**config.mk**
```make
export PLATFORM = sky130hd
export DESIGN_NAME = alu_seq_ctrl
export DESIGN_NICKNAME = d
export VERILOG_FILES = /design/src/rtl/alu_defs_pkg.sv /design/src/rtl/alu_shift_iter.sv /design/src/rtl/alu_seq_ctrl.sv
export SDC_FILE = /design/constraint.sdc
export NUM_CORES = 1
export LEC_CHECK = 0
export CAP_MARGIN = 20
export CORE_MARGIN = 2
export CORE_UTILIZATION = 30
export CTS_CLUSTER_SIZE = 24
export DETAILED_ROUTE_END_ITERATION = 12
export PLACE_DENSITY = 0.53
export SYNTH_ARGS = -nofsm -noshare
export SYNTH_HDL_FRONTEND = slang
export SYNTH_HIERARCHICAL = 1
export SYNTH_SLANG_ARGS = --single-unit
```
**constraint.sdc**
```tcl
create_clock -name clk -period 1.45 [get_ports clk]
set_clock_uncertainty 0.15 [all_clocks]
set_input_delay 0.2175 -clock clk [delete_from_list [all_inputs] [get_ports clk]]
set_output_delay 0.2175 -clock clk [all_outputs]
set_load 0.005 [all_outputs]
```
**src/rtl/alu_defs_pkg.sv**
```systemverilog
// rtl/alu_defs_pkg.sv - opcodes, FSM encodings, flag indices and the combinational ALU evaluator
package alu_defs_pkg;

    localparam int WIDTH = 16;
    localparam int AMT_W = 4;

    localparam logic [2:0] OP_AND   = 3'd0;
    localparam logic [2:0] OP_OR    = 3'd1;
    localparam logic [2:0] OP_XOR   = 3'd2;
    localparam logic [2:0] OP_ADD   = 3'd3;
    localparam logic [2:0] OP_SUB   = 3'd4;
    localparam logic [2:0] OP_SHL   = 3'd5;
    localparam logic [2:0] OP_SHR   = 3'd6;
    localparam logic [2:0] OP_PASSB = 3'd7;

    localparam logic [1:0] ST_IDLE  = 2'd0;
    localparam logic [1:0] ST_SHIFT = 2'd1;
    localparam logic [1:0] ST_RESP  = 2'd2;

    localparam int FLAG_Z = 3;
    localparam int FLAG_N = 2;
    localparam int FLAG_C = 1;
    localparam int FLAG_V = 0;

    typedef struct packed {
        logic [WIDTH-1:0] result;
        logic             c;
        logic             v;
    } alu_out_t;

    function automatic logic [3:0] mk_flags(input logic [WIDTH-1:0] r, input logic c, input logic v);
        logic [3:0] f;
        f         = '0;
        f[FLAG_Z] = (r == '0);
        f[FLAG_N] = r[WIDTH-1];
        f[FLAG_C] = c;
        f[FLAG_V] = v;
        return f;
    endfunction

    // Shifts run in 17 bits so the carry is simply the extra bit; amt=0 leaves it clear.
    function automatic alu_out_t alu_eval(input logic [2:0] op, input logic [WIDTH-1:0] a,
                                          input logic [WIDTH-1:0] b, input logic [AMT_W-1:0] amt);
        alu_out_t       o;
        logic [WIDTH:0] wide;
        o    = '0;
        wide = '0;
        case (op)
            OP_AND: o.result = a & b;
            OP_OR:  o.result = a | b;
            OP_XOR: o.result = a ^ b;
            OP_ADD: begin
                wide     = {1'b0, a} + {1'b0, b};
                o.result = wide[WIDTH-1:0];
                o.c      = wide[WIDTH];
                o.v      = (a[WIDTH-1] == b[WIDTH-1]) && (o.result[WIDTH-1] != a[WIDTH-1]);
            end
            OP_SUB: begin
                wide     = {1'b0, a} - {1'b0, b};
                o.result = wide[WIDTH-1:0];
                o.c      = wide[WIDTH];
                o.v      = (a[WIDTH-1] != b[WIDTH-1]) && (o.result[WIDTH-1] != a[WIDTH-1]);
            end
            OP_SHL: begin
                wide     = {1'b0, a} << amt;
                o.result = wide[WIDTH-1:0];
                o.c      = wide[WIDTH];
            end
            OP_SHR: begin
                wide     = {a, 1'b0} >> amt;
                o.result = wide[WIDTH:1];
                o.c      = wide[0];
            end
            default: o.result = b;
        endcase
        return o;
    endfunction

endpackage

```
**src/rtl/alu_shift_iter.sv**
```systemverilog
// rtl/alu_shift_iter.sv - one-bit-per-cycle shifter: work register, down-counter, carry capture
module alu_shift_iter
    import alu_defs_pkg::*;
#(
    parameter int W  = 16,
    parameter int AW = 4
) (
    input  logic          clk,
    input  logic          rst_n,
    input  logic          start,
    input  logic          shr,
    input  logic [W-1:0]  a,
    input  logic [AW-1:0] amt,
    output logic          last,
    output logic [W-1:0]  nxt_result,
    output logic          nxt_carry
);

    logic [W-1:0]  work;
    logic [AW-1:0] cnt;
    logic          dir_r;

    // The owner commits nxt_* on the edge that performs the final shift.
    assign last       = (cnt == AW'(1));
    assign nxt_result = dir_r ? (work >> 1) : (work << 1);
    assign nxt_carry  = dir_r ? work[0] : work[W-1];

    always_ff @(posedge clk or negedge rst_n) begin
        if (!rst_n) begin
            work  <= '0;
            cnt   <= '0;
            dir_r <= 1'b0;
        end else if (start) begin
            work  <= a;
            cnt   <= amt;
            dir_r <= shr;
        end else if (cnt != '0) begin
            work <= nxt_result;
            cnt  <= cnt - AW'(1);
        end
    end

endmodule

```
**src/rtl/alu_seq_ctrl.sv**
```systemverilog
// rtl/alu_seq_ctrl.sv - ALU sequencing controller; ALU_SEQ_ITER_SHIFT_EN selects iterative shifts
module alu_seq_ctrl
    import alu_defs_pkg::*;
#(
    parameter int WIDTH = 16,
    parameter int AMT_W = 4
) (
    input  logic             clk,
    input  logic             rst_n,
    input  logic             req_valid,
    output logic             req_ready,
    input  logic [2:0]       req_op,
    input  logic [WIDTH-1:0] req_a,
    input  logic [WIDTH-1:0] req_b,
    input  logic [AMT_W-1:0] req_amt,
    output logic             rsp_valid,
    input  logic             rsp_ready,
    output logic [WIDTH-1:0] rsp_result,
    output logic [3:0]       flags,
    output logic             busy
);

    logic [1:0] state;
    logic       accept;
    alu_out_t   eval;

    assign req_ready = (state == ST_IDLE);
    assign rsp_valid = (state == ST_RESP);
    assign busy      = (state != ST_IDLE);
    assign accept    = req_valid && (state == ST_IDLE);
    assign eval      = alu_eval(req_op, req_a, req_b, req_amt);

`ifdef ALU_SEQ_ITER_SHIFT_EN
    logic             iter_start;
    logic             sh_last;
    logic [WIDTH-1:0] sh_result;
    logic             sh_carry;

    assign iter_start = accept && ((req_op == OP_SHL) || (req_op == OP_SHR)) && (req_amt != '0);

    alu_shift_iter #(.W(WIDTH), .AW(AMT_W)) u_shift (
        .clk        (clk),
        .rst_n      (rst_n),
        .start      (iter_start),
        .shr        (req_op == OP_SHR),
        .a          (req_a),
        .amt        (req_amt),
        .last       (sh_last),
        .nxt_result (sh_result),
        .nxt_carry  (sh_carry)
    );
`endif

    always_ff @(posedge clk or negedge rst_n) begin
        if (!rst_n) begin
            state      <= ST_IDLE;
            rsp_result <= '0;
            flags      <= '0;
        end else begin
            case (state)
                ST_IDLE: begin
                    if (accept) begin
`ifdef ALU_SEQ_ITER_SHIFT_EN
                        if (iter_start) begin
                            state <= ST_SHIFT;
                        end else begin
                            rsp_result <= eval.result;
                            flags      <= mk_flags(eval.result, eval.c, eval.v);
                            state      <= ST_RESP;
                        end
`else
                        rsp_result <= eval.result;
                        flags      <= mk_flags(eval.result, eval.c, eval.v);
                        state      <= ST_RESP;
`endif
                    end
                end
`ifdef ALU_SEQ_ITER_SHIFT_EN
                ST_SHIFT: begin
                    if (sh_last) begin
                        rsp_result <= sh_result;
                        flags      <= mk_flags(sh_result, sh_carry, 1'b0);
                        state      <= ST_RESP;
                    end
                end
`endif
                ST_RESP: begin
                    if (rsp_ready) begin
                        state <= ST_IDLE;
                    end
                end
                default: state <= ST_IDLE;
            endcase
        end
    end

endmodule
```
### Word level (Yosys, flattened, before mapping)

Index checks and enable logic that the tools add are counted.

* flip-flop bits (word level): 22
* input port bits: 43
* output and inout bits: 23
* word-level logic and storage cells: 38

* add/subtract/negate cells: 2
* equal/unequal tests: 13
* shift-type cells: 2
* muxes and demuxes: 6
* bitwise operators: 3
* reductions and logical operators: 9

Operator list (number)
* 16-bit one-hot mux with 7 select lines: 1
* 16-bit by 16-bit adder with 17-bit output: 1
* 16-bit by 4-bit left shift with 17-bit output: 1
* 17-bit by 4-bit right shift with 17-bit output: 1
* 16-bit by 16-bit subtractor with 17-bit output: 1
* 16-bit AND: 1
* 16-bit zero test: 1
* 16-bit OR: 1
* 16-bit bitwise XOR: 1
* 3-bit == test (second input constant): 3
* 3-bit by 2-bit == test with 1-bit output (second input constant): 2
* 2-bit 2-to-1 mux: 2
* 2-bit by 1-bit inequality test with 1-bit output (second input constant): 2
* 1-bit one-hot mux with 4 select lines: 1
* 2-bit one-hot mux with 2 select lines: 1
* 2-bit AND reduction: 2
* 3-bit by 1-bit == test with 1-bit output (second input constant): 1
* 1-bit logical AND: 3
* 3-bit zero test: 1
* 1-bit inequality test: 3
* 2-bit == test (second input constant): 1
* 2-bit zero test: 1
* 1-bit one-hot mux with 2 select lines: 1
* 2-bit nonzero test: 1
* 1-bit == test: 1

### Depth between registers and ports, before layout

Gate-level depths: netlist of run 1.

* depth in word-level cells: 4
* gate-level depth with buffers: 13
* gate-level depth less buffers: 12

### Worst setup path before layout of run 1

No wires, ideal clock.

* kind: input -> register
* start point: input port req_a[0]
* end point: register flags[3]
* setup time: 0.066 ns
* arrival: 2.592 ns
* data required time: 1.234 ns
* slack: -1.359 ns
* cell stages on the path: 12
* path buffers: 0
* cell sequence: ha_1 inv_1 fa_1 nor2b_1 o2111ai_1 nand3_1 a21oi_1 or4_1 o32a_1 a2111oi_2 nand4_1 nand2_1

* longest elaborated chain between the ends: 3
* elaborated cells on any way between the ends: 9
* those cells by class: add/sub (2); shift (2); mux (1); bitwise (3); reduce/logical (1)

Ends and longest elaborated chain
* start, declared: RTL line alu_seq_ctrl.sv:13 `input logic [WIDTH-1:0] req_a,`
* 16-bit by 16-bit subtractor with 17-bit output, or another cell as far along: RTL line alu_defs_pkg.sv:59 `wide = {1'b0, a} - {1'b0, b};`
* 16-bit one-hot mux with 7 select lines *: RTL line alu_defs_pkg.sv:48 `case (op)`
* 16-bit zero test *: RTL line alu_defs_pkg.sv:34 `f[FLAG_Z] = (r == '0);`
* end signal, assigned: RTL line alu_seq_ctrl.sv:73 `flags <= mk_flags(eval.result, eval.c, eval.v);`
* end, declared: RTL line alu_seq_ctrl.sv:19 `output logic [3:0] flags,`

Mark *: on every way between the ends. The rest lies on a longest branch, timed or not.
A chain may end at the register's enable or synchronous reset.

### Worst setup path after layout of run 1

* start point: input port req_b[0]
* end point: register flags[3]

* longest elaborated chain between the ends: 3
* elaborated cells on any way between the ends: 7
* those cells by class: add/sub (2); mux (1); bitwise (3); reduce/logical (1)

Ends and longest elaborated chain
* start, declared: RTL line alu_seq_ctrl.sv:14 `input logic [WIDTH-1:0] req_b,`
* 16-bit by 16-bit subtractor with 17-bit output, or another cell as far along: RTL line alu_defs_pkg.sv:59
* 16-bit one-hot mux with 7 select lines *: RTL line alu_defs_pkg.sv:48
* 16-bit zero test *: RTL line alu_defs_pkg.sv:34

Marks and branches as above.

==> results.tsv, run 1 <==
stage	metric	value	unit
synth	fraction of the mapped netlist area in compound gates	30.9	%
place	standard cell area after detailed placement	8660	sq um
timing	unrepaired setup endpoints after global routing	true	
setup_path	Critical Path, Cell by Cell	buf_8 > buf_6 > ha_4 > inv_4 > fa_2 > nor2b_4 > buf_6 > o221a_4 > o211ai_1 > and3_1 > a2bb2oi_2 > o32a_1 > a2111oi_4 > nand4_1 > nand2_1	
timing	Final Hold Viols	0	
die	initial core utilization	30.9	%
setup_path	Setup crit end	flags[3]	
finish	share of cells above drive strength 1	52.2	%
min_path	kind of path behind the tightest hold check	primary input to async pin	
clocking	CTS Root Buffer Type	sky130_fd_sc_hd__clkbuf_16	
clocking	source-to-sink clock delay at the later pin of the worst-skew pair	0.25	ns
power_and_ir_drop	internal power	3.19	mW
power_and_ir_drop	leakage power	4.45	nW
power_and_ir_drop	post-layout total power	5.44	mW
setup_path	Setup crit end kind	register	
setup_path	crit path max fanout	3	
place	Port Buffers	65	
synth	Avg Cell Area, Syn	7.39	sq um
grt	total congestion overflow after global routing	0	
run_status	outcome	finished with violations	
setup_path	Worst Reg2Reg Path Length in Cells	7	
finish	final std cell area, no fill	10100	sq um
timing	worst path setup slack after routing	-1.38	ns
die	Die Wd	140	um
grt	all-layer global routing usage	26.2	%
detailed_routing	overall via count from detail_route	7469	
synth	share of the synthesized area in the top cell type	11.4	%
timing	endpoints failing setup	19	
synth	proportion of synthesized chip area in sequential cells	8.97	%
detailed_routing	initial DRC count	546	
clocking	# clock sinks	20	
setup_path	critical-path cell with the highest stage delay	sky130_fd_sc_hd__fa_2	
die	Die Y	140	um
finish	most used cells in the layout excluding fill and tap cells	sky130_fd_sc_hd__buf_4 (315), sky130_fd_sc_hd__nand2_1 (71), sky130_fd_sc_hd__nor2_1 (48), sky130_fd_sc_hd__a21oi_1 (41), sky130_fd_sc_hd__buf_6 (35)	
clocking	number of buffers on the longest clock path	2	
synth	share of flip-flops with an asynchronous set or reset	100	%
clocking	htree depth	1	
clocking	cts hold-fix bufs	0	
place	Setup Slack @ Placement	-2.08	ns
synth	unique cell type count in the Yosys netlist	86	
synth	multiplexer share of the synthesized area	14.1	%
finish	fin nets	1209	
detailed_routing	length of the first detailed-routing pass in iterations	5	
setup_path	Data required, critical path	1.50	ns
synth	largest area contributor in the synthesized netlist	sky130_fd_sc_hd__ha_1	
synth	summed instance area of the synthesized netlist	5580	sq um
synth	xor and xnor area share after synthesis	1.26	%
place	HPWL reported at the end of detailed placement	20800	um
detailed_routing	# DRC	0	
detailed_routing	overall routed net length	26500	um
power_and_ir_drop	Peak VDD IR	0.371	mV
grt	antenna violations before repair	0	
timing	share of the cycle needed by the critical path after routing	195	%
synth	primary flip-flop cell chosen by synthesis mapping	sky130_fd_sc_hd__dfrtp_1	
clocking	CTS tree	yes	
synth	dominant combinational cell family by area after synthesis	compound AO/OA/AOI/OAI gates	
synth	number of enable flip-flop cells after synthesis	0	
setup_path	launching instance or port of the critical path	req_b[0]	
run_status	violations in the final reports	setup timing	
finish	ant diodes	0	
setup_path	Setup Crit Path Kind	primary input to register	
die	DIE AREA	19700	sq um
detailed_routing	Antenna Violating Nets Remaining	0	
synth	cell count after synthesis	755	
power_and_ir_drop	part of the total power dissipated in sequential elements	13.8	%
power_and_ir_drop	Combinational Power Share	74.5	%
setup_path	reg-to-reg critical path startpoint	state[1]	
grt	vias in the first global route	7460	
synth	number of nets in the synthesized netlist	851	
finish	number of filler instances in the final layout	1662	
die	IO Pins	66	
clocking	Worst-path clk slew	0.06	ns
detailed_routing	vias per inst	5.57	
timing	post-route minimum period	2.83	ns
synth	post-synthesis share of cell area spent on full adders, half adders and majority gates	12.1	%
timing	final number of max-transition violations	0	
grt	global-route wire length before repair	40800	um
place	GP Congestion	0.985	
setup_path	destination of the worst register-to-register timing path	flags[3]	
synth	simple-gate share of the synthesized area	23.4	%
grt	maximum number of pins on one net before global-route repair	22	
timing	actual slew at the worst max-slew pin	0.460	ns
synth	Synth Warn #	6	
die	number of rows created at floorplan	49	
power_and_ir_drop	cell area power density	541	nW/um^2
power_and_ir_drop	sw frac	41.4	%
detailed_routing	post-DR wirelength/cell	19.8	um
clocking	TritonCTS Buffers	3	
setup_path	cell occurring most often along the worst timing path	sky130_fd_sc_hd__buf_6	
power_and_ir_drop	clock network fraction of design power	11.7	%
finish	Area growth syn-to-layout	80.1	%
timing	final sum of negative setup slack	-19.27	ns
synth	flip-flop and latch count after synthesis	20	
synth	cell types occupying the most area after synthesis	sky130_fd_sc_hd__ha_1 (11%), sky130_fd_sc_hd__dfrtp_1 (9.0%), sky130_fd_sc_hd__mux4_2 (6.1%), sky130_fd_sc_hd__nand2_1 (5.3%), sky130_fd_sc_hd__a21oi_1 (4.8%)	
setup_path	nature of the critical path startpoint	primary input	
timing	normalized max-slew margin	69.2	%
setup_path	setup slack of the most critical reg-to-reg path	-0.40	ns
setup_path	critical path arrival	2.87	ns
job	total of max-cap violations	0	
power_and_ir_drop	net switching power	2.25	mW
finish	most common library cell in the layout ignoring fill and taps	sky130_fd_sc_hd__buf_4	
die	floorplan core area	18100	sq um
setup_path	crit-path max cell delay	0.43	ns
timing	Achievable Freq	354	MHz
[kinds of logic (layout without fill, tap and decap cells)]
group                      count (synthesis)  after routing
xor gates and xnor gates                   8              8
and+or+nand+nor                          255            255
DFF                                       20             20
AOI/OAI and AO/OA                        248            248
muxes                                     58             58
adders and majority gates                 53             53
buffers and inverters                    113            470
[what timing repair did]
item | in CTS | in global routing
setup endpoints to repair | 42 | 19
hold endpoints to repair | 0 | 0
gates resized for setup | 267 | 89
pin swaps | 76 | 69
setup buffers | 48 | 15
[synth_stat cells, types with 11 or more instances]
cell type	n
sky130_fd_sc_hd__nand2_1	79
sky130_fd_sc_hd__a21oi_1	54
sky130_fd_sc_hd__inv_1	53
sky130_fd_sc_hd__nor2_1	52
sky130_fd_sc_hd__ha_1	51
sky130_fd_sc_hd__o21ai_0	48
sky130_fd_sc_hd__mux2i_1	26
sky130_fd_sc_hd__clkbuf_1	24
sky130_fd_sc_hd__buf_2	22
sky130_fd_sc_hd__a211oi_1	21
sky130_fd_sc_hd__dfrtp_1	20
sky130_fd_sc_hd__o211ai_1	18
sky130_fd_sc_hd__nand3_1	17
sky130_fd_sc_hd__mux2_2	15
sky130_fd_sc_hd__mux4_2	15
sky130_fd_sc_hd__nor3_1	15
sky130_fd_sc_hd__nor2b_1	13
sky130_fd_sc_hd__o22ai_1	12
sky130_fd_sc_hd__a31oi_1	11
[worst max-delay path: cells and delay by family]
kind	cells	cell delay, ns
fa+ha+maj	2	0.57
compound gates	5	1.14
simple gates	4	0.59
buf+inv	4	0.34
[power by group through the flow]
stage	Sequential (mW)	Clock [mW]	Combinational (mW)
floorplan	0.777	0	1.63
global placement	0.767	0	3.36
detailed placement	0.770	0	3.37
CTS	0.751	0.641	3.75
global route	0.771	0.667	4.32
finish	0.751	0.635	4.05
[per-layer routing]
layer	global-route usage [%]	routed length [um]	up-vias
li1	-	-	3535
met1	35.0	11500	3549
met2	44.0	12500	320
met3	2.05	1570	65
met4	9.89	973	0
met5	0	0	-
[state kept, by name, indices dropped and copies added (netlist names)]
| register | flops |
|---|---|
| rsp_result | 15 |
| state | 1 |
| flags | 4 |
[cell type report]
class | instances | area, sq um | area share, %
Timing Repair Buffer | 412 | 3340 | 33.2
Sequential cell | 20 | 500 | 4.98
Tap cell | 229 | 287 | 2.85
Clock buffer | 4 | 88.8 | 0.884
Inverter | 54 | 236 | 2.35
Multi-Input combinational cell | 622 | 5600 | 55.8
[worst min path at each step]
stage                                to  slack [ns]  cells after the start
after floorplan                flags[0]       -0.23                      0
final                          flags[1]        0.15                      2
after global routing           flags[1]        0.20                      2
after detailed placement  rsp_result[8]        0.32                      2
after global placement    rsp_result[8]        0.31                      2
after CTS                      flags[1]        0.16                      2
[per-stage QoR]
step                std cells  hold WS, ns  util [%]
floorplan                 755       -0.228         -
global placement         1285        0.308      47.9
detailed placement       1285        0.315      47.9
CTS                      1335        0.162      53.5
global route             1341        0.197      55.6
finish                   1341        0.150      55.6
Power figures use the tool's default switching activity.
==> run 2: changes to the inputs <==
--- a/config.mk
+++ b/config.mk
@@ -11,6 +11,8 @@
 export CTS_CLUSTER_SIZE = 24
 export DETAILED_ROUTE_END_ITERATION = 12
 export PLACE_DENSITY = 0.53
+export RECOVER_POWER = 100
+export REMOVE_ABC_BUFFERS = 1
 export SYNTH_ARGS = -nofsm -noshare
 export SYNTH_HDL_FRONTEND = slang
 export SYNTH_HIERARCHICAL = 1
==> run 2 against run 1 <==
Against the previous run: the run still ends with setup timing left; via count about the same; core utilization up 0.25 points; global-route usage down 0.12 points; first-iteration DRC count down 16%; worst hold slack better by 0.15 ns; combinational power about the same; power down 0.53%; register-to-register slack worse by 0.19 ns; cell area up 0.45%; die area unchanged; maximum frequency up 0.46%.
==> results.tsv, run 2 (synthesis results as in run 1) <==
stage	metric	value	unit	change
run_status	outcome	finished with violations		
run_status	violations in the final reports	setup timing		
clocking	TritonCTS Buffers	3		unchanged
timing	post-route minimum period	2.81	ns	-0.0130 ns
place	Setup Slack @ Placement	-2.24	ns	-0.162 ns
finish	final std cell area, no fill	10100	sq um	+0.45%
finish	Largest register FFs	15		unchanged
detailed_routing	Antenna Violating Nets Remaining	0		unchanged
power_and_ir_drop	internal power	3.20	mW	+0.46%
setup_path	Setup Crit Path Kind	primary input to register		
setup_path	crit path max fanout	4		+1
die	number of rows created at floorplan	49		unchanged
place	Port Buffers	65		unchanged
clocking	CTS tree	yes		
grt	total congestion overflow after global routing	0		unchanged
die	initial core utilization	30.9	%	unchanged
power_and_ir_drop	post-layout total power	5.41	mW	-0.53%
power_and_ir_drop	leakage power	4.44	nW	about the same
power_and_ir_drop	sw frac	40.8	%	-0.58 points
place	standard cell area after detailed placement	8350	sq um	-3.6%
min_path	kind of path behind the tightest hold check	primary input to async pin		
detailed_routing	overall via count from detail_route	7465		-0.054%
finish	number of filler instances in the final layout	1657		-0.30%
power_and_ir_drop	Combinational Power Share	74.4	%	about the same
setup_path	Setup crit end kind	register		
power_and_ir_drop	clock network fraction of design power	11.8	%	about the same
finish	non-filler cells in the finished layout	1341		unchanged
timing	final number of max-transition violations	0		unchanged
detailed_routing	length of the first detailed-routing pass in iterations	6		+1
grt	maximum number of pins on one net before global-route repair	25		+14%
grt	antenna violations before repair	0		unchanged
power_and_ir_drop	cell area power density	536	nW/um^2	-0.97%
grt	global-route wire length before repair	40700	um	-0.20%
detailed_routing	vias per inst	5.57		about the same
power_and_ir_drop	part of the total power dissipated in sequential elements	13.9	%	about the same
die	floorplan core area	18100	sq um	unchanged
detailed_routing	overall routed net length	26500	um	-0.21%
setup_path	critical path arrival	2.86	ns	about the same
place	GP Congestion	0.990		+0.52%
finish	most common library cell in the layout ignoring fill and taps	sky130_fd_sc_hd__buf_4		
timing	normalized max-slew margin	61.7	%	-7.5 points
place	HPWL reported at the end of detailed placement	20500	um	-1.1%
timing	Achievable Freq	356	MHz	+0.46%
timing	worst path setup slack after routing	-1.36	ns	+0.0130 ns
timing	Final Hold Viols	0		unchanged
clocking	source-to-sink clock delay at the later pin of the worst-skew pair	0.26	ns	about the same
detailed_routing	# DRC	0		unchanged
die	Die Wd	140	um	unchanged
setup_path	nature of the critical path startpoint	primary input		
timing	unrepaired setup endpoints after global routing	true		
clocking	Worst-path clk slew	0.06	ns	about the same
clocking	cts hold-fix bufs	0		unchanged
grt	all-layer global routing usage	26.0	%	-0.12 points
finish	fin nets	1209		unchanged
timing	endpoints failing setup	19		unchanged
timing	share of the cycle needed by the critical path after routing	194	%	-0.90 points
grt	vias in the first global route	7346		-1.5%
finish	Biggest register	rsp_result		
timing	worst hold-check slack	0.303	ns	+0.154 ns
clocking	# clock sinks	20		unchanged
finish	ant diodes	0		unchanged
clocking	number of buffers on the longest clock path	2		unchanged
detailed_routing	initial DRC count	459		-16%
die	DIE AREA	19700	sq um	unchanged
die	Die Y	140	um	unchanged
detailed_routing	post-DR wirelength/cell	19.7	um	-0.21%
finish	Area growth syn-to-layout	80.9	%	
timing	final sum of negative setup slack	-17.80	ns	+1.47 ns
power_and_ir_drop	Peak VDD IR	0.405	mV	+9.3%
place	Inst Count DP	1271		-1.1%
job	total of max-cap violations	0		unchanged
clocking	htree depth	1		unchanged
finish	largest registers ranked by flip-flop count	rsp_result x15, flags x4, state x1		
finish	share of the core filled with cells in the final layout	55.8	%	+0.25 points
finish	most used cells in the layout excluding fill and tap cells	sky130_fd_sc_hd__buf_4 (299), sky130_fd_sc_hd__nand2_1 (71), sky130_fd_sc_hd__nor2_1 (47), sky130_fd_sc_hd__a21oi_1 (46), sky130_fd_sc_hd__buf_6 (44)		
timing	actual slew at the worst max-slew pin	0.571	ns	+0.110 ns
clocking	CTS Root Buffer Type	sky130_fd_sc_hd__clkbuf_16		
die	IO Pins	66		unchanged
power_and_ir_drop	net switching power	2.21	mW	-1.9%
finish	share of cells above drive strength 1	53.2	%	+0.99 points
setup_path	Data required, critical path	1.50	ns	about the same
[run 2: what timing repair did]
item | 4_1_cts | 5_1_grt
pin swaps | 93 | 58
setup endpoints to repair | 42 | 21
endpoints found under the hold margin | 0 | 0
gates resized for setup | 377 | 70
gates cloned | 1 | 1
setup buffers | 58 | 13
[run 2: layout make-up]
type	count	area (sq um)	share of cell area (%)
multi-input cells	622	5590	55.4
inverters	54	224	2.22
repair buffers	412	3410	33.8
well taps	229	287	2.84
clock buffers	4	88.8	0.880
flip-flops and latches	20	500	4.96
[run 2: worst max-delay path: stages]
cell	delay, ns
sky130_fd_sc_hd__buf_8	0.10
sky130_fd_sc_hd__buf_8	0.13
sky130_fd_sc_hd__buf_6	0.12
sky130_fd_sc_hd__mux4_2	0.48
sky130_fd_sc_hd__nor2_1	0.21
sky130_fd_sc_hd__buf_4	0.15
sky130_fd_sc_hd__a211oi_1	0.05
sky130_fd_sc_hd__nor3_1	0.50
sky130_fd_sc_hd__and3_1	0.29
sky130_fd_sc_hd__o211ai_1	0.12
sky130_fd_sc_hd__a22oi_1	0.25
sky130_fd_sc_hd__nand4_1	0.14
sky130_fd_sc_hd__nand2_1	0.10
[run 2: routing by layer]
metal	global-route usage (%)	wire length (um)	part of all wire, %
met5	0	0	0
met3	2.29	1740	6.6
met4	7.71	869	3.3
met2	43.6	12100	46
met1	35.7	11700	44
[run 2: worst paths after layout]
path | from | to | slack [ns] | depth (start not counted)
max in group asynchronous | rst_n | rsp_result[8] | 0.50 | 2
worst min-delay path | rst_n | rsp_result[4] | 0.30 | 2
min in group clk | rsp_result[7] | rsp_result[7] | 0.31 | 2
worst max-delay path | req_a[6] | flags[3] | -1.36 | 13
worst min register to register | rsp_result[7] | rsp_result[7] | 0.31 | 2
worst max register to register | state[1] | flags[3] | -0.59 | 7
[run 2: power by group through the flow]
stage	registers (mW)	clock network, mW	logic [mW]
floorplan	0.779	0	1.35
global placement	0.769	0	3.23
detailed placement	0.770	0	3.25
CTS	0.754	0.652	3.75
global route	0.769	0.659	4.30
finish	0.751	0.637	4.02
==> run 3: changes to the inputs <==
--- a/config.mk
+++ b/config.mk
@@ -5,7 +5,6 @@
 export SDC_FILE = /design/constraint.sdc
 export NUM_CORES = 1
 export LEC_CHECK = 0
-export CAP_MARGIN = 20
 export CORE_MARGIN = 2
 export CORE_UTILIZATION = 30
 export CTS_CLUSTER_SIZE = 24
==> results of run 3 <==
No change in the layout: final DEF, timing and power equal those of run 2.
==> variant 1 (flow settings as in run 3) <==
The option `ALU_SEQ_ITER_SHIFT_EN` is turned on by a define.
--- a/src/rtl/alu_seq_ctrl.sv
+++ b/src/rtl/alu_seq_ctrl.sv
@@ -1,4 +1,6 @@
 // rtl/alu_seq_ctrl.sv - ALU sequencing controller; ALU_SEQ_ITER_SHIFT_EN selects iterative shifts
+`define ALU_SEQ_ITER_SHIFT_EN
+
 module alu_seq_ctrl
     import alu_defs_pkg::*;
 #(
Function: changed (Yosys sat finds a counterexample within 4 cycles, from zero or initial values and one cycle with rst_n low).
==> variant 1 against run 3 <==
The run still ends with setup timing left. Non-clock buffer count grew 83. Fmax decreased by 6.6%. Area after synthesis grew 17%. Routed wire length rose by 24%. Final area is 25% higher. Sequential cell count rose by 22. Worst setup slack worse by 200 ps. Count of clock-buffer cells in the layout rose by 1. Global-route usage grew 2.4 points.
Power is not compared: it rests on default switching activity, and its combinational part moved more than twofold at a synthesized area within 25%.
==> variant 1: results (changes against run 3) <==
| Metric | Value |
|---|---|
| Highest fanout seen on the critical path | `2 (was 4)` |
| Wire length of the first global-routing pass | `50.1 mm (was 40.7 mm)` |
| Largest net degree at the start of global routing | `43 (was 25)` |
| Number of DRC markers after the initial detailed-route iteration | `635 (was 459)` |
| Setup slack after layout | `-1560 ps (was -1360 ps)` |
| Worst slew margin relative to its limit | `0.591 (was 0.617)` |
| Met2 demand-to-capacity share in global routing | `0.492 (was 0.436)` |
| Overall Global Routing Usage | `0.285 (was 0.260)` |
| Number of optimization iterations in the first detailed-route pass | `5 (was 6)` |
| Arrival time worst endpoint | `3080 ps (was 2860 ps)` |
| Inserted Clock Buffers | `5 (was 3)` |
| Part of the Yosys area used for sequential elements | `0.161 (was 0.0897)` |
| Worst Hold Class | `input pin to flop (was input pin to async pin)` |
| Clock insertion delay at the later pin of the skew report | `300 ps (was 260 ps)` |
| Layout cell share with drive strength beyond 1 | `0.605 (was 0.532)` |
| Total detailed-routing wirelength | `32.9 mm (was 26.5 mm)` |
| Largest regs | `u_shift/work (16), rsp_result (15) (was rsp_result (15), flags (4), state (1))` |
| Placed cell count | `1,428 (was 1,271)` |
| Register-to-register setup slack | `-1420 ps (was -590 ps)` |
| Placement-stage worst setup slack | `-2320 ps (was -2240 ps)` |
| Violations in the final reports | `setup timing (unchanged)` |
| R2R depth | `11 (was 7)` |
| Maximum operating frequency | `332 MHz (was 356 MHz)` |
| Synth unique cells | `80 (was 86)` |
| Global-route met1 utilization | `0.348 (was 0.357)` |
| DR vias/cell | `5.56 (was 5.57)` |
| CTS H-tree lvls | `2 (was 1)` |
| Setup-failing EPs final | `45 (was 19)` |
| Most used standard cells in the synthesized netlist | `84 x sky130_fd_sc_hd__nand2_1, 69 x sky130_fd_sc_hd__nor2_1, 66 x sky130_fd_sc_hd__o21ai_0, 60 x sky130_fd_sc_hd__a21oi_1, 59 x sky130_fd_sc_hd__inv_1 (was 79 x sky130_fd_sc_hd__nand2_1, 54 x sky130_fd_sc_hd__a21oi_1, 53 x sky130_fd_sc_hd__inv_1, 52 x sky130_fd_sc_hd__nor2_1, 51 x sky130_fd_sc_hd__ha_1)` |
| HPWL after detailed placement | `22.1 mm (was 20.5 mm)` |
| Run status | `finished, violations left (unchanged)` |
| Final setup TNS | `-31,740 ps (was -17,800 ps)` |
| CP max-delay cell | `sky130_fd_sc_hd__fa_2 (was sky130_fd_sc_hd__nor3_1)` |
| Vias after detailed routing | `8,654 (was 7,465)` |
| GR Layer Usage met3 | `0.0440 (was 0.0229)` |
## variant 1: logic make-up after synthesis
| logic type | after synthesis | synth area share |
|---|---|---|
| AOI/OAI and AO/OA | 264 | 0.261 |
| and+or+nand+nor | 247 | 0.185 |
| buffers and inverters | 123 | 0.0851 |
| muxes | 92 | 0.175 |
| adders and majority gates | 56 | 0.110 |
| DFF | 42 | 0.161 |
| xor gates and xnor gates | 17 | 0.0229 |
## variant 1: cell type report
cell class | count | area, um^2 | share of cell area
Clock buffer | 5 | 125 | 0.00989
Clock inverter | 3 | 45.0 | 0.00356
Inverter | 60 | 256 | 0.0203
Multi-Input combinational cell | 676 | 6330 | 0.500
Sequential cell | 42 | 1050 | 0.0831
Tap cell | 275 | 344 | 0.0272
Timing Repair Buffer | 495 | 4510 | 0.356
## variant 1: timing repair
action / 4_1_cts / 5_1_grt
hold buffers: 1 / 0
cloned: 13 / 0
resized for setup: 556 / 121
buffers inserted: 117 / 31
pin swaps: 132 / 85
hold endpoints to repair: 42 / 0
setup endpoints to repair: 65 / 45
## variant 1: worst max path at each step
stage,start,endpoint,slack (ps),depth (start not counted)
floorplan,state[0],flags[3],-5610,10
detailed placement,req_a[0],flags[3],-2320,15
global placement,req_a[0],flags[3],-2280,15
global route,req_a[0],flags[3],-1740,15
finish,req_a[0],flags[3],-1560,15
CTS,req_b[0],flags[3],-1550,14
## variant 1: routing by layer
layer	part of all wire	vias to the layer above
met1	0.41	4215
li1	-	3948
met3	0.064	122
met2	0.48	369
met4	0.049	0
met5	0	-
## variant 1: where the power goes
group          internal [mW]  switching [mW]
Sequential              1.68           0.362
Clock                  0.813           0.509
Combinational           4.94            4.34
## variant 1: per-stage QoR
stage	utilization	area [um^2]
2_1_floorplan	-	6180
3_3_place_gp	0.452	9570
3_5_place_dp	0.452	9570
4_1_cts	0.582	12300
5_1_grt	0.598	12700
6_report	0.598	12700
## variant 1: worst register-to-register path, delay by kind of cell (launching register included)
kind | cells | cell delay [ps]
multiplexers | 1 | 130
adder cells (fa/ha/maj) | 1 | 160
AND/OR/NAND/NOR | 6 | 1390
flip-flops | 1 | 390
buffers and inverters | 1 | 70
AO/OA/AOI/OAI | 2 | 520
==> variant 2 (flow settings as in run 3) <==
Without the edit above. Make the reset (`rst_n`) synchronous in one clocked block.
--- a/src/rtl/alu_seq_ctrl.sv
+++ b/src/rtl/alu_seq_ctrl.sv
@@ -51,7 +51,7 @@
     );
 `endif
 
-    always_ff @(posedge clk or negedge rst_n) begin
+    always_ff @(posedge clk) begin
         if (!rst_n) begin
             state      <= ST_IDLE;
             rsp_result <= '0;
Behaviour: differs if rst_n is asserted again (counterexample within 4 cycles, from zero or initial values and one cycle with rst_n low); with rst_n held inactive, the same outputs for 10 cycles.
==> variant 2 against run 3 <==
Critical endpoint is now flags[3]. Sequential power fell by 17%. Worst setup slack got worse by 150 ps. Die area fell by 6.2%. Routed wire length fell by 8.4%. Register-to-register slack got worse by 170 ps. Area after synthesis fell by 6.4%. Sequential cell count did not move. Core utilization fell by 0.42 points. Critical path depth did not move. Highest routed layer unchanged. Combinational power fell by 13%. Synthesized cell count fell by 6.5%. Final area fell by 5.7%. Total power fell by 13%. The flow still finishes with violations (setup timing).
==> variant 2: results (changes against run 3) <==
| Metric | Value |
|---|---|
| Sequential power | `0.620 mW (was 0.751 mW)` |
| Area fraction in compound gates after synthesis | `0.306 (was 0.309)` |
| Synth Instances | `706 (was 755)` |
| Largest net degree at the start of global routing | `23 (was 25)` |
| Maximum cell stage delay along the critical path | `380 ps (was 500 ps)` |
| CP max-delay cell | `sky130_fd_sc_hd__o41a_1 (was sky130_fd_sc_hd__nor3_1)` |
| Max rail drop VDD | `0.000645 V (was 0.000405 V)` |
| Layout cell share with drive strength beyond 1 | `0.521 (was 0.532)` |
| Vias after detailed routing | `6,976 (was 7,465)` |
| Capturing point of the worst reg2reg path | `flags[3] (unchanged)` |
| Placement-stage worst setup slack | `-2520 ps (was -2240 ps)` |
| Power in the clock group | `0.555 mW (was 0.637 mW)` |
| Cell internal power dissipation | `2.79 mW (was 3.20 mW)` |
| R2R depth | `10 (was 7)` |
| Setup slack after layout | `-1510 ps (was -1360 ps)` |
| Timing startpoint of the critical path | `req_a[0] (was req_a[6])` |
| Violations in the final reports | `setup timing (unchanged)` |
| Part of the Yosys area used for sequential elements | `0.0766 (was 0.0897)` |
| Kind of cell adding the most delay to the critical path | `compound AO/OA/AOI/OAI gates (was simple AND/OR/NAND/NOR gates)` |
| Synthesized-area fraction occupied by adder cells | `0.130 (was 0.121)` |
| Run status | `finished, violations left (unchanged)` |
| Arrival time worst endpoint | `3000 ps (was 2860 ps)` |
| GP Congestion | `0.973 (was 0.990)` |
| Startpoint of the worst-slack reg-to-reg timing path | `state[1] (unchanged)` |
| Final net count | `1,122 (was 1,209)` |
| Highest fanout seen on the critical path | `2 (was 4)` |
| Setup-failing EPs final | `19 (unchanged)` |
| Async set-reset flop share out of synthesis | `0 (was 1.00)` |
[variant 2: changes by cell type in the layout (fill, tap and decap cells not counted), moves of 10 or more]
cell / before / now
sky130_fd_sc_hd__dfxtp_1: 0 / 20
sky130_fd_sc_hd__dfrtp_1: 20 / 0
sky130_fd_sc_hd__o21ai_0: 29 / 19
sky130_fd_sc_hd__buf_4: 299 / 270
sky130_fd_sc_hd__nand2_1: 71 / 52
sky130_fd_sc_hd__buf_2: 15 / 4
[variant 2: how the worst min path moves through the flow]
| stage | endpoint | depth (start not counted) | start | slack (ps) |
|---|---|---|---|---|
| 3_5_place_dp | rsp_result[10] | 2 | rsp_result[10] | 310 |
| 5_1_grt | rsp_result[6] | 2 | rsp_result[6] | 320 |
| 6_report | rsp_result[10] | 2 | rsp_result[10] | 300 |
| 4_1_cts | rsp_result[10] | 2 | rsp_result[10] | 300 |
| 3_3_place_gp | rsp_result[10] | 2 | rsp_result[10] | 300 |
| 2_1_floorplan | rsp_result[11] | 1 | rst_n | 190 |
[variant 2: final cells by class]
| type | instances | area (um^2) | area share |
|---|---|---|---|
| multi-input cells | 569 | 5370 | 0.564 |
| repair buffers | 379 | 3180 | 0.334 |
| flip-flops and latches | 20 | 400 | 0.0421 |
| well taps | 225 | 282 | 0.0296 |
| inverters | 53 | 209 | 0.0220 |
| clock buffers | 3 | 75.1 | 0.00789 |
[variant 2: per-layer routing]
metal,global-route usage,share of wire,vias up
met2,0.413,0.47,288
met4,0.0642,0.031,0
met5,0,0,-
met1,0.352,0.44,3345
met3,0.0142,0.058,60
li1,-,-,3283
[variant 2: what timing repair did]
| action | 4_1_cts | 5_1_grt |
|---|---|---|
| pin swaps | 32 | 76 |
| cloned | 1 | 0 |
| setup endpoints to repair | 38 | 24 |
| setup buffers | 23 | 32 |
| resized for setup | 211 | 193 |
